==> config.mk <==
export PLATFORM = sky130hd
export DESIGN_NAME = id_stage
export DESIGN_NICKNAME = d
export VERILOG_FILES = /design/src/rtl/rv32i_pkg.sv /design/src/rtl/rv32i_regfile.sv /design/src/rtl/id_stage.sv
export SDC_FILE = /design/constraint.sdc
export NUM_CORES = 2
export LEC_CHECK = 0
export BUFFER_PORTS_ARGS = -buffer_cell sky130_fd_sc_hd__buf_2
export CAP_MARGIN = 25
export CORE_ASPECT_RATIO = 2
export CORE_MARGIN = 2
export CORE_UTILIZATION = 55
export CTS_BUF_LIST = sky130_fd_sc_hd__clkbuf_2
export CTS_CLUSTER_SIZE = 20
export DETAILED_ROUTE_END_ITERATION = 10
export PLACE_DENSITY_LB_ADDON = 0.15
export SLEW_MARGIN = 15
export SYNTH_ARGS = -nofsm -noshare
export SYNTH_HDL_FRONTEND = slang
export SYNTH_SLANG_ARGS = --single-unit
==> constraint.sdc <==
create_clock -name clk -period 3.1 [get_ports clk]
set_input_delay 0.62 -clock clk [delete_from_list [all_inputs] [get_ports clk]]
set_output_delay 0.62 -clock clk [all_outputs]
set_load 0.1 [all_outputs]
==> src/rtl/rv32i_pkg.sv <==
// rv32i_pkg: opcode, ALU and writeback encodings plus the ID/EX bundle shared by the decode stage.
package rv32i_pkg;
    localparam int          XLEN      = 32;
    localparam logic [31:0] NOP_INSTR = 32'h0000_0013;
    localparam logic [31:0] ECALL_INSTR = 32'h0000_0073;
    localparam logic [31:0] MRET_INSTR  = 32'h3020_0073;
    localparam logic [6:0] OPC_LUI    = 7'b0110111;
    localparam logic [6:0] OPC_AUIPC  = 7'b0010111;
    localparam logic [6:0] OPC_JAL    = 7'b1101111;
    localparam logic [6:0] OPC_JALR   = 7'b1100111;
    localparam logic [6:0] OPC_BRANCH = 7'b1100011;
    localparam logic [6:0] OPC_LOAD   = 7'b0000011;
    localparam logic [6:0] OPC_STORE  = 7'b0100011;
    localparam logic [6:0] OPC_OP_IMM = 7'b0010011;
    localparam logic [6:0] OPC_OP     = 7'b0110011;
    localparam logic [6:0] OPC_MISC   = 7'b0001111;
    localparam logic [6:0] OPC_SYSTEM = 7'b1110011;
    localparam logic [1:0] WB_ALU = 2'b00;
    localparam logic [1:0] WB_MEM = 2'b01;
    localparam logic [1:0] WB_PC4 = 2'b10;
    localparam logic [1:0] WB_CSR = 2'b11;
    typedef enum logic [3:0] {
        ALU_ADD, ALU_SUB, ALU_SLL, ALU_SLT, ALU_SLTU, ALU_XOR,
        ALU_SRL, ALU_SRA, ALU_OR, ALU_AND, ALU_PASS_B
    } alu_op_e;
    typedef struct packed {
        logic [XLEN-1:0] pc;
        logic [XLEN-1:0] pc4;
        logic [XLEN-1:0] rs1_data;
        logic [XLEN-1:0] rs2_data;
        logic [XLEN-1:0] imm;
        logic [4:0]      rs1;
        logic [4:0]      rs2;
        logic [4:0]      rd;
        alu_op_e         alu_op;
        logic            alu_src_a;
        logic            alu_src_b;
        logic            mem_read;
        logic            mem_write;
        logic            reg_write;
        logic [1:0]      wb_sel;
        logic            branch;
        logic            jump;
        logic            jalr;
        logic [2:0]      funct3;
        logic            csr_en;
        logic [11:0]     csr_addr;
        logic            ecall;
        logic            mret;
        logic            illegal;
    } idex_t;
    // alt is funct7[5]; it picks SUB only for register-register ops but SRA for both forms.
    function automatic alu_op_e alu_sel(input logic [2:0] f3, input logic alt, input logic is_op);
        case (f3)
            3'b000:  return (is_op && alt) ? ALU_SUB : ALU_ADD;
            3'b001:  return ALU_SLL;
            3'b010:  return ALU_SLT;
            3'b011:  return ALU_SLTU;
            3'b100:  return ALU_XOR;
            3'b101:  return alt ? ALU_SRA : ALU_SRL;
            3'b110:  return ALU_OR;
            default: return ALU_AND;
        endcase
    endfunction
endpackage

==> src/rtl/rv32i_regfile.sv <==
// rv32i_regfile: 32x32 register file, two async read ports with write-through, x0 hardwired to zero.
module rv32i_regfile
    import rv32i_pkg::*;
(
    input  logic            clk,
    input  logic            rst,
    input  logic            we,
    input  logic [4:0]      wa,
    input  logic [XLEN-1:0] wd,
    input  logic [4:0]      ra1,
    output logic [XLEN-1:0] rd1,
    input  logic [4:0]      ra2,
    output logic [XLEN-1:0] rd2
);
    logic [XLEN-1:0] regs_q [32];
    logic [XLEN-1:0] regs_d [32];
    always_comb begin
        regs_d = regs_q;
        if (we && wa != 5'd0) regs_d[wa] = wd;
    end
    always_ff @(posedge clk) begin
        if (rst) regs_q <= '{default: '0};
        else     regs_q <= regs_d;
    end
    assign rd1 = (ra1 == 5'd0) ? '0 : (we && wa == ra1) ? wd : regs_q[ra1];
    assign rd2 = (ra2 == 5'd0) ? '0 : (we && wa == ra2) ? wd : regs_q[ra2];
endmodule

==> src/rtl/id_stage.sv <==
// id_stage: RV32I decode, register read, load-use hazard detection and the ID/EX pipeline register.
module id_stage
    import rv32i_pkg::*;
(
    input  logic            clk,
    input  logic            rst,
    input  logic            stall,
    input  logic            flush,
    input  logic [XLEN-1:0] if_pc,
    input  logic [XLEN-1:0] if_pc4,
    input  logic [31:0]     if_instr,
    input  logic            wb_we,
    input  logic [4:0]      wb_rd,
    input  logic [XLEN-1:0] wb_wdata,
    output logic            load_use_stall,
    output logic [XLEN-1:0] ex_pc,
    output logic [XLEN-1:0] ex_pc4,
    output logic [XLEN-1:0] ex_rs1_data,
    output logic [XLEN-1:0] ex_rs2_data,
    output logic [XLEN-1:0] ex_imm,
    output logic [4:0]      ex_rs1,
    output logic [4:0]      ex_rs2,
    output logic [4:0]      ex_rd,
    output logic [3:0]      ex_alu_op,
    output logic            ex_alu_src_a,
    output logic            ex_alu_src_b,
    output logic            ex_mem_read,
    output logic            ex_mem_write,
    output logic            ex_reg_write,
    output logic [1:0]      ex_wb_sel,
    output logic            ex_branch,
    output logic            ex_jump,
    output logic            ex_jalr,
    output logic [2:0]      ex_funct3,
    output logic            ex_csr_en,
    output logic [11:0]     ex_csr_addr,
    output logic            ex_ecall,
    output logic            ex_mret,
    output logic            ex_illegal
);
    logic [6:0]      opc;
    logic [2:0]      f3;
    logic [6:0]      f7;
    logic [4:0]      rs1, rs2;
    logic [XLEN-1:0] rs1_data, rs2_data;
    logic [XLEN-1:0] imm_i, imm_s, imm_b, imm_u, imm_j;
    logic            rs1_used, rs2_used;
    idex_t           dec, idex_d, idex_q;
    assign opc = if_instr[6:0];
    assign f3  = if_instr[14:12];
    assign f7  = if_instr[31:25];
    assign rs1 = if_instr[19:15];
    assign rs2 = if_instr[24:20];
    assign imm_i = {{20{if_instr[31]}}, if_instr[31:20]};
    assign imm_s = {{20{if_instr[31]}}, if_instr[31:25], if_instr[11:7]};
    assign imm_b = {{19{if_instr[31]}}, if_instr[31], if_instr[7], if_instr[30:25], if_instr[11:8], 1'b0};
    assign imm_u = {if_instr[31:12], 12'b0};
    assign imm_j = {{11{if_instr[31]}}, if_instr[31], if_instr[19:12], if_instr[20], if_instr[30:21], 1'b0};
    rv32i_regfile u_regfile (
        .clk (clk),
        .rst (rst),
        .we  (wb_we),
        .wa  (wb_rd),
        .wd  (wb_wdata),
        .ra1 (rs1),
        .rd1 (rs1_data),
        .ra2 (rs2),
        .rd2 (rs2_data)
    );
    always_comb begin
        dec          = '0;
        dec.pc       = if_pc;
        dec.pc4      = if_pc4;
        dec.rs1_data = rs1_data;
        dec.rs2_data = rs2_data;
        dec.rs1      = rs1;
        dec.rs2      = rs2;
        dec.funct3   = f3;
        dec.csr_addr = if_instr[31:20];
        dec.imm      = imm_i;
        case (opc)
            OPC_LUI: begin
                dec.imm = imm_u; dec.alu_op = ALU_PASS_B; dec.alu_src_b = 1'b1; dec.reg_write = 1'b1;
            end
            OPC_AUIPC: begin
                dec.imm = imm_u; dec.alu_src_a = 1'b1; dec.alu_src_b = 1'b1; dec.reg_write = 1'b1;
            end
            OPC_JAL: begin
                dec.imm = imm_j; dec.jump = 1'b1; dec.reg_write = 1'b1; dec.wb_sel = WB_PC4;
            end
            OPC_JALR: begin
                dec.alu_src_b = 1'b1; dec.jump = 1'b1; dec.jalr = 1'b1; dec.reg_write = 1'b1; dec.wb_sel = WB_PC4;
            end
            OPC_BRANCH: begin
                dec.imm = imm_b; dec.alu_op = ALU_SUB; dec.branch = 1'b1;
            end
            OPC_LOAD: begin
                dec.alu_src_b = 1'b1; dec.mem_read = 1'b1; dec.reg_write = 1'b1; dec.wb_sel = WB_MEM;
            end
            OPC_STORE: begin
                dec.imm = imm_s; dec.alu_src_b = 1'b1; dec.mem_write = 1'b1;
            end
            OPC_OP_IMM: begin
                dec.alu_op = alu_sel(f3, f7[5], 1'b0); dec.alu_src_b = 1'b1; dec.reg_write = 1'b1;
            end
            OPC_OP: begin
                if (f7 == 7'h00 || f7 == 7'h20) begin
                    dec.alu_op = alu_sel(f3, f7[5], 1'b1); dec.reg_write = 1'b1;
                end else dec.illegal = 1'b1;
            end
            OPC_MISC: ;
            OPC_SYSTEM: begin
                if (if_instr == ECALL_INSTR) dec.ecall = 1'b1;
                else if (if_instr == MRET_INSTR) dec.mret = 1'b1;
                else if (f3 != 3'b000) begin
                    dec.csr_en = 1'b1; dec.reg_write = 1'b1; dec.wb_sel = WB_CSR;
                end else dec.illegal = 1'b1;
            end
            default: dec.illegal = 1'b1;
        endcase
        // Only writers expose rd, so the forwarding unit never sees imm bits as a destination.
        dec.rd = dec.reg_write ? if_instr[11:7] : 5'd0;
    end
    assign rs1_used = !(opc == OPC_LUI || opc == OPC_AUIPC || opc == OPC_JAL);
    assign rs2_used = (opc == OPC_OP || opc == OPC_STORE || opc == OPC_BRANCH);
    assign load_use_stall = !rst && !flush && idex_q.mem_read && idex_q.rd != 5'd0 &&
                            ((rs1_used && rs1 == idex_q.rd) || (rs2_used && rs2 == idex_q.rd));
    assign idex_d = flush ? '0 : stall ? idex_q : load_use_stall ? '0 : dec;
    always_ff @(posedge clk) begin
        if (rst) idex_q <= '0;
        else     idex_q <= idex_d;
    end
    assign ex_pc        = idex_q.pc;
    assign ex_pc4       = idex_q.pc4;
    assign ex_rs1_data  = idex_q.rs1_data;
    assign ex_rs2_data  = idex_q.rs2_data;
    assign ex_imm       = idex_q.imm;
    assign ex_rs1       = idex_q.rs1;
    assign ex_rs2       = idex_q.rs2;
    assign ex_rd        = idex_q.rd;
    assign ex_alu_op    = idex_q.alu_op;
    assign ex_alu_src_a = idex_q.alu_src_a;
    assign ex_alu_src_b = idex_q.alu_src_b;
    assign ex_mem_read  = idex_q.mem_read;
    assign ex_mem_write = idex_q.mem_write;
    assign ex_reg_write = idex_q.reg_write;
    assign ex_wb_sel    = idex_q.wb_sel;
    assign ex_branch    = idex_q.branch;
    assign ex_jump      = idex_q.jump;
    assign ex_jalr      = idex_q.jalr;
    assign ex_funct3    = idex_q.funct3;
    assign ex_csr_en    = idex_q.csr_en;
    assign ex_csr_addr  = idex_q.csr_addr;
    assign ex_ecall     = idex_q.ecall;
    assign ex_mret      = idex_q.mret;
    assign ex_illegal   = idex_q.illegal;
endmodule

==> summary.txt <==
DR top layer - met5
Total negative slack - -3623 ps
Mux cell area share after synthesis - 20.72%
Worst Tran Pin Value - 1761 ps
Core Region - 108700 sq um
RSZ-0062 raised after global routing - true
Switching share of total power - 31.68%
Min-Delay Path Class - in -> reg
Slew Viols, Final - 3
DP HPWL - 159700 um
Worst Setup Start Kind - register
CTS buffer count - 294
Met3 wire len - 35450 um
Hold Path Sink - u_regfile.regs_q[736]
Ranking of synthesized cells by area - dfxtp_1, nand2_1, mux4_2
Syn Area/Cell - 8.645 sq um
VDD IR-drop max - 324.2 uV
Setup Viol. Count Final - 26
CP cell instances - nor3b_4 > buf_6 > o21ai_4 > or4_4 > o21ai_4 > buf_12
Most numerous cell in the Yosys netlist - nand2_1
Period utilization - 130.1%
Req. time, crit path - 2480 ps
Gp weighted congestion - 0.9713
Fmax - 247.9 MHz
Total iterations of the first detailed-routing run - 8
Gate power share - 14.0%
Flop pwr share - 51.8%
Min Tclk post-route - 4034 ps
Hold Vio Cnt, Final - 0
Vias in the first global route - 60900
Worst-Skew Late Latency - 1750 ps
Most common cell on crit path - o21ai_4
Worst reg2reg setup slack - -510 ps
Post-DP Area - 64970 sq um
Largest net degree at the start of global routing - 209
DIE HEIGHT - 472.4 um
Sw Pwr - 9.819 mW
Max-Cap Viols - 1
CP top delay family - simple AND/OR/NAND/NOR gates
R2R Path End - ex_pc[5]
FF+latch count, synth - 1226
CP max stage cell - or4_4
Hold Path Origin - wb_wdata[0]
Post-synth EDFFs - 0
DR iter-0 viols - 8231
Nets - 7808
Via count - 62630
Final core utilization - 68.03%
Clock Skew - 131.6 ps
Initial cell density of the core - 55.52%
Yosys warning count - 0
First-pass GRT wire length - 385400 um
Cell taking the most area after synthesis - dfxtp_1
Row cnt - 171
Xor/xnor cell area share of the yosys netlist - 0.3048%
WHS Path Cells - 4
CTS HTree Levels - 5
Sink Count - 1226
Mapped Cells - 6980
Layout cells sized above 1 - 23.50%
Synth Area in Compound Gates - 15.20%
Setup ws final - -933.8 ps
Buf/Inv on CP - 2
Failing checks - capacitance limit, slew limit, setup timing
Port buffer count - 346
Die area - 112500 sq um
Register area share after synthesis - 40.68%
Worst-path clk slew - 160 ps
Drc violations - 0
Crit path arrival time - 3410 ps
Grt ovf - 0
Crit Path Class - reg -> out
CTS root buffer - clkbuf_2
Int Pwr - 21.17 mW
Crit-path max cell delay - 550 ps
CP max FO - 4
Synth Net Count - 7118
Total Routed Length - 272900 um
Total global-route track usage - 46.20%
Reg2Reg Launch Point - ex_rd[0]
Post-synthesis adder-cell area fraction - 0%
Relative slew slack - -18.50%
Element type at the critical path end - primary output
Synth top area share - 40.68%
Clock power frac - 34.2%
Clock Path Buffers - 4
Dominant combinational cell family by area after synthesis - multiplexers
Yosys cell types - 68
Simple-gate share of the synthesized area - 17.97%
Top FF cell, synth - dfxtp_1
TritonCTS clock tree - done
Synth async-reset ratio - 0%
Synth cell count leaders - nand2_1, dfxtp_1, a21oi_1, clkbuf_1, mux4_2
Worst R2R Path Depth - 11
Outcome - complete, but fails checks
Die X - 238.2 um
Routed Antenna Nets - 0
Routed len/inst - 29.47 um
DR vias/cell - 6.763
Metal-1 WL - 85870 um
Syn-to-layout area delta - 22.55%
Post-route cell area - 73940 sq um
Ports - 347
Synth Cell Area - 60340 sq um
Routed wl met2 - 120700 um
Cell Pwr Density - 419.1 nW/um^2
Initial antenna violation count - 20
Pleak - 26.56 nW
power by group through the flow:
stage / Combinational [mW] / Clock (mW) / Sequential, mW
final: 4.34 / 10.6 / 16.1
after global routing: 4.41 / 11.3 / 16.1
after CTS: 4.07 / 10.5 / 16.0
after detailed placement: 3.53 / 0 / 16.4
after global placement: 3.51 / 0 / 16.4
after floorplan: 1.81 / 0 / 16.8
metal layers:
layer,GRT usage (%),up-vias
li1,-,26020
met1,50.21,29470
met2,71.54,5295
met3,13.75,1834
met4,43.68,14
met5,0.6148,-
cell type report:
class,count,area (sq um)
tap,1384,1732
inverter,3,11.26
fill,8512,34750
clock buffer,423,2117
timing repair buffer,1144,11890
antenna,17,42.54
sequential,1226,24630
multi-input combinational,5001,33220
clock inverter,63,296.5
stage by stage:
step	hold WS, ps	total power [mW]	setup WS, ps	cells
global route	39.28	31.78	-1024	9255
global placement	432.1	19.89	-76.92	8304
detailed placement	437.7	19.92	-64.75	8305
finish	154.4	30.99	-933.8	9261
CTS	-253.1	30.63	-956.3	9228
floorplan	442.9	18.66	70.04	6980
worst reg2reg max path, delay by kind of cell, from the launching register on:
kind                   cells  cell delay [ps]
AOI/OAI and AO/OA          3              710
buffers and inverters      5             1320
DFF                        1              350
and+or+nand+nor            3             1200
worst max path at each step:
stage	start	to	slack, ps	cells after the start
floorplan	ex_rd[0]	load_use_stall	70	4
global placement	if_instr[20]	ex_rs2_data[9]	-80	8
detailed placement	if_instr[20]	ex_rs2_data[9]	-60	8
CTS	ex_mem_read	load_use_stall	-960	6
global route	ex_mem_read	load_use_stall	-1020	6
finish	ex_mem_read	load_use_stall	-930	6
cell families after synthesis:
group | Yosys count
muxes | 779
xor gates and xnor gates | 21
DFF | 1226
and+or+nand+nor | 2610
buffers and inverters | 753
AOI/OAI and AO/OA | 1591
layout by cell type (no fill, tap or decap), types with 17 or more instances in the layout:
cell,n
nor4b_2,30
clkinv_1,52
a22oi_1,34
o21ai_0,24
diode_2,17
buf_8,46
o221ai_1,92
a221oi_1,63
o22ai_1,30
nor4b_1,25
dlygate4sd3_1,360
dfxtp_1,1181
nand2_1,2212
buf_2,127
mux4_2,365
nand3_1,91
buf_12,129
a221o_1,54
dfxtp_2,33
nor2_1,36
nand2b_1,20
nor2b_1,47
mux2i_1,303
a21oi_2,26
nand4_1,18
clkbuf_2,423
buf_4,330
buf_6,99
mux2_2,111
a211oi_1,29
dlymetal6s4s_1,44
nand2_2,29
nor2_4,20
a21oi_1,1185
state kept, by name, indices dropped and copies added (netlist names), 2 cells and up:
name	count
ex_rd	5
ex_rs1_data	32
u_regfile.regs_q	1024
ex_csr_addr	7
ex_pc	32
ex_rs1	5
ex_pc4	32
ex_funct3	3
ex_rs2	4
ex_wb_sel	2
ex_rs2_data	32
ex_imm	32
ex_alu_op	4
timing repair:
| action | in CTS | in global routing |
|---|---|---|
| setup buffers | 17 | 19 |
| gates cloned | 0 | 4 |
| pin swaps | 6 | 14 |
| resized for setup | 390 | 182 |
| hold buffers | 420 | 3 |
| endpoints found under the setup margin | 209 | 180 |
| endpoints found under the hold margin | 1212 | 19 |
Power figures use the tool's default switching activity.
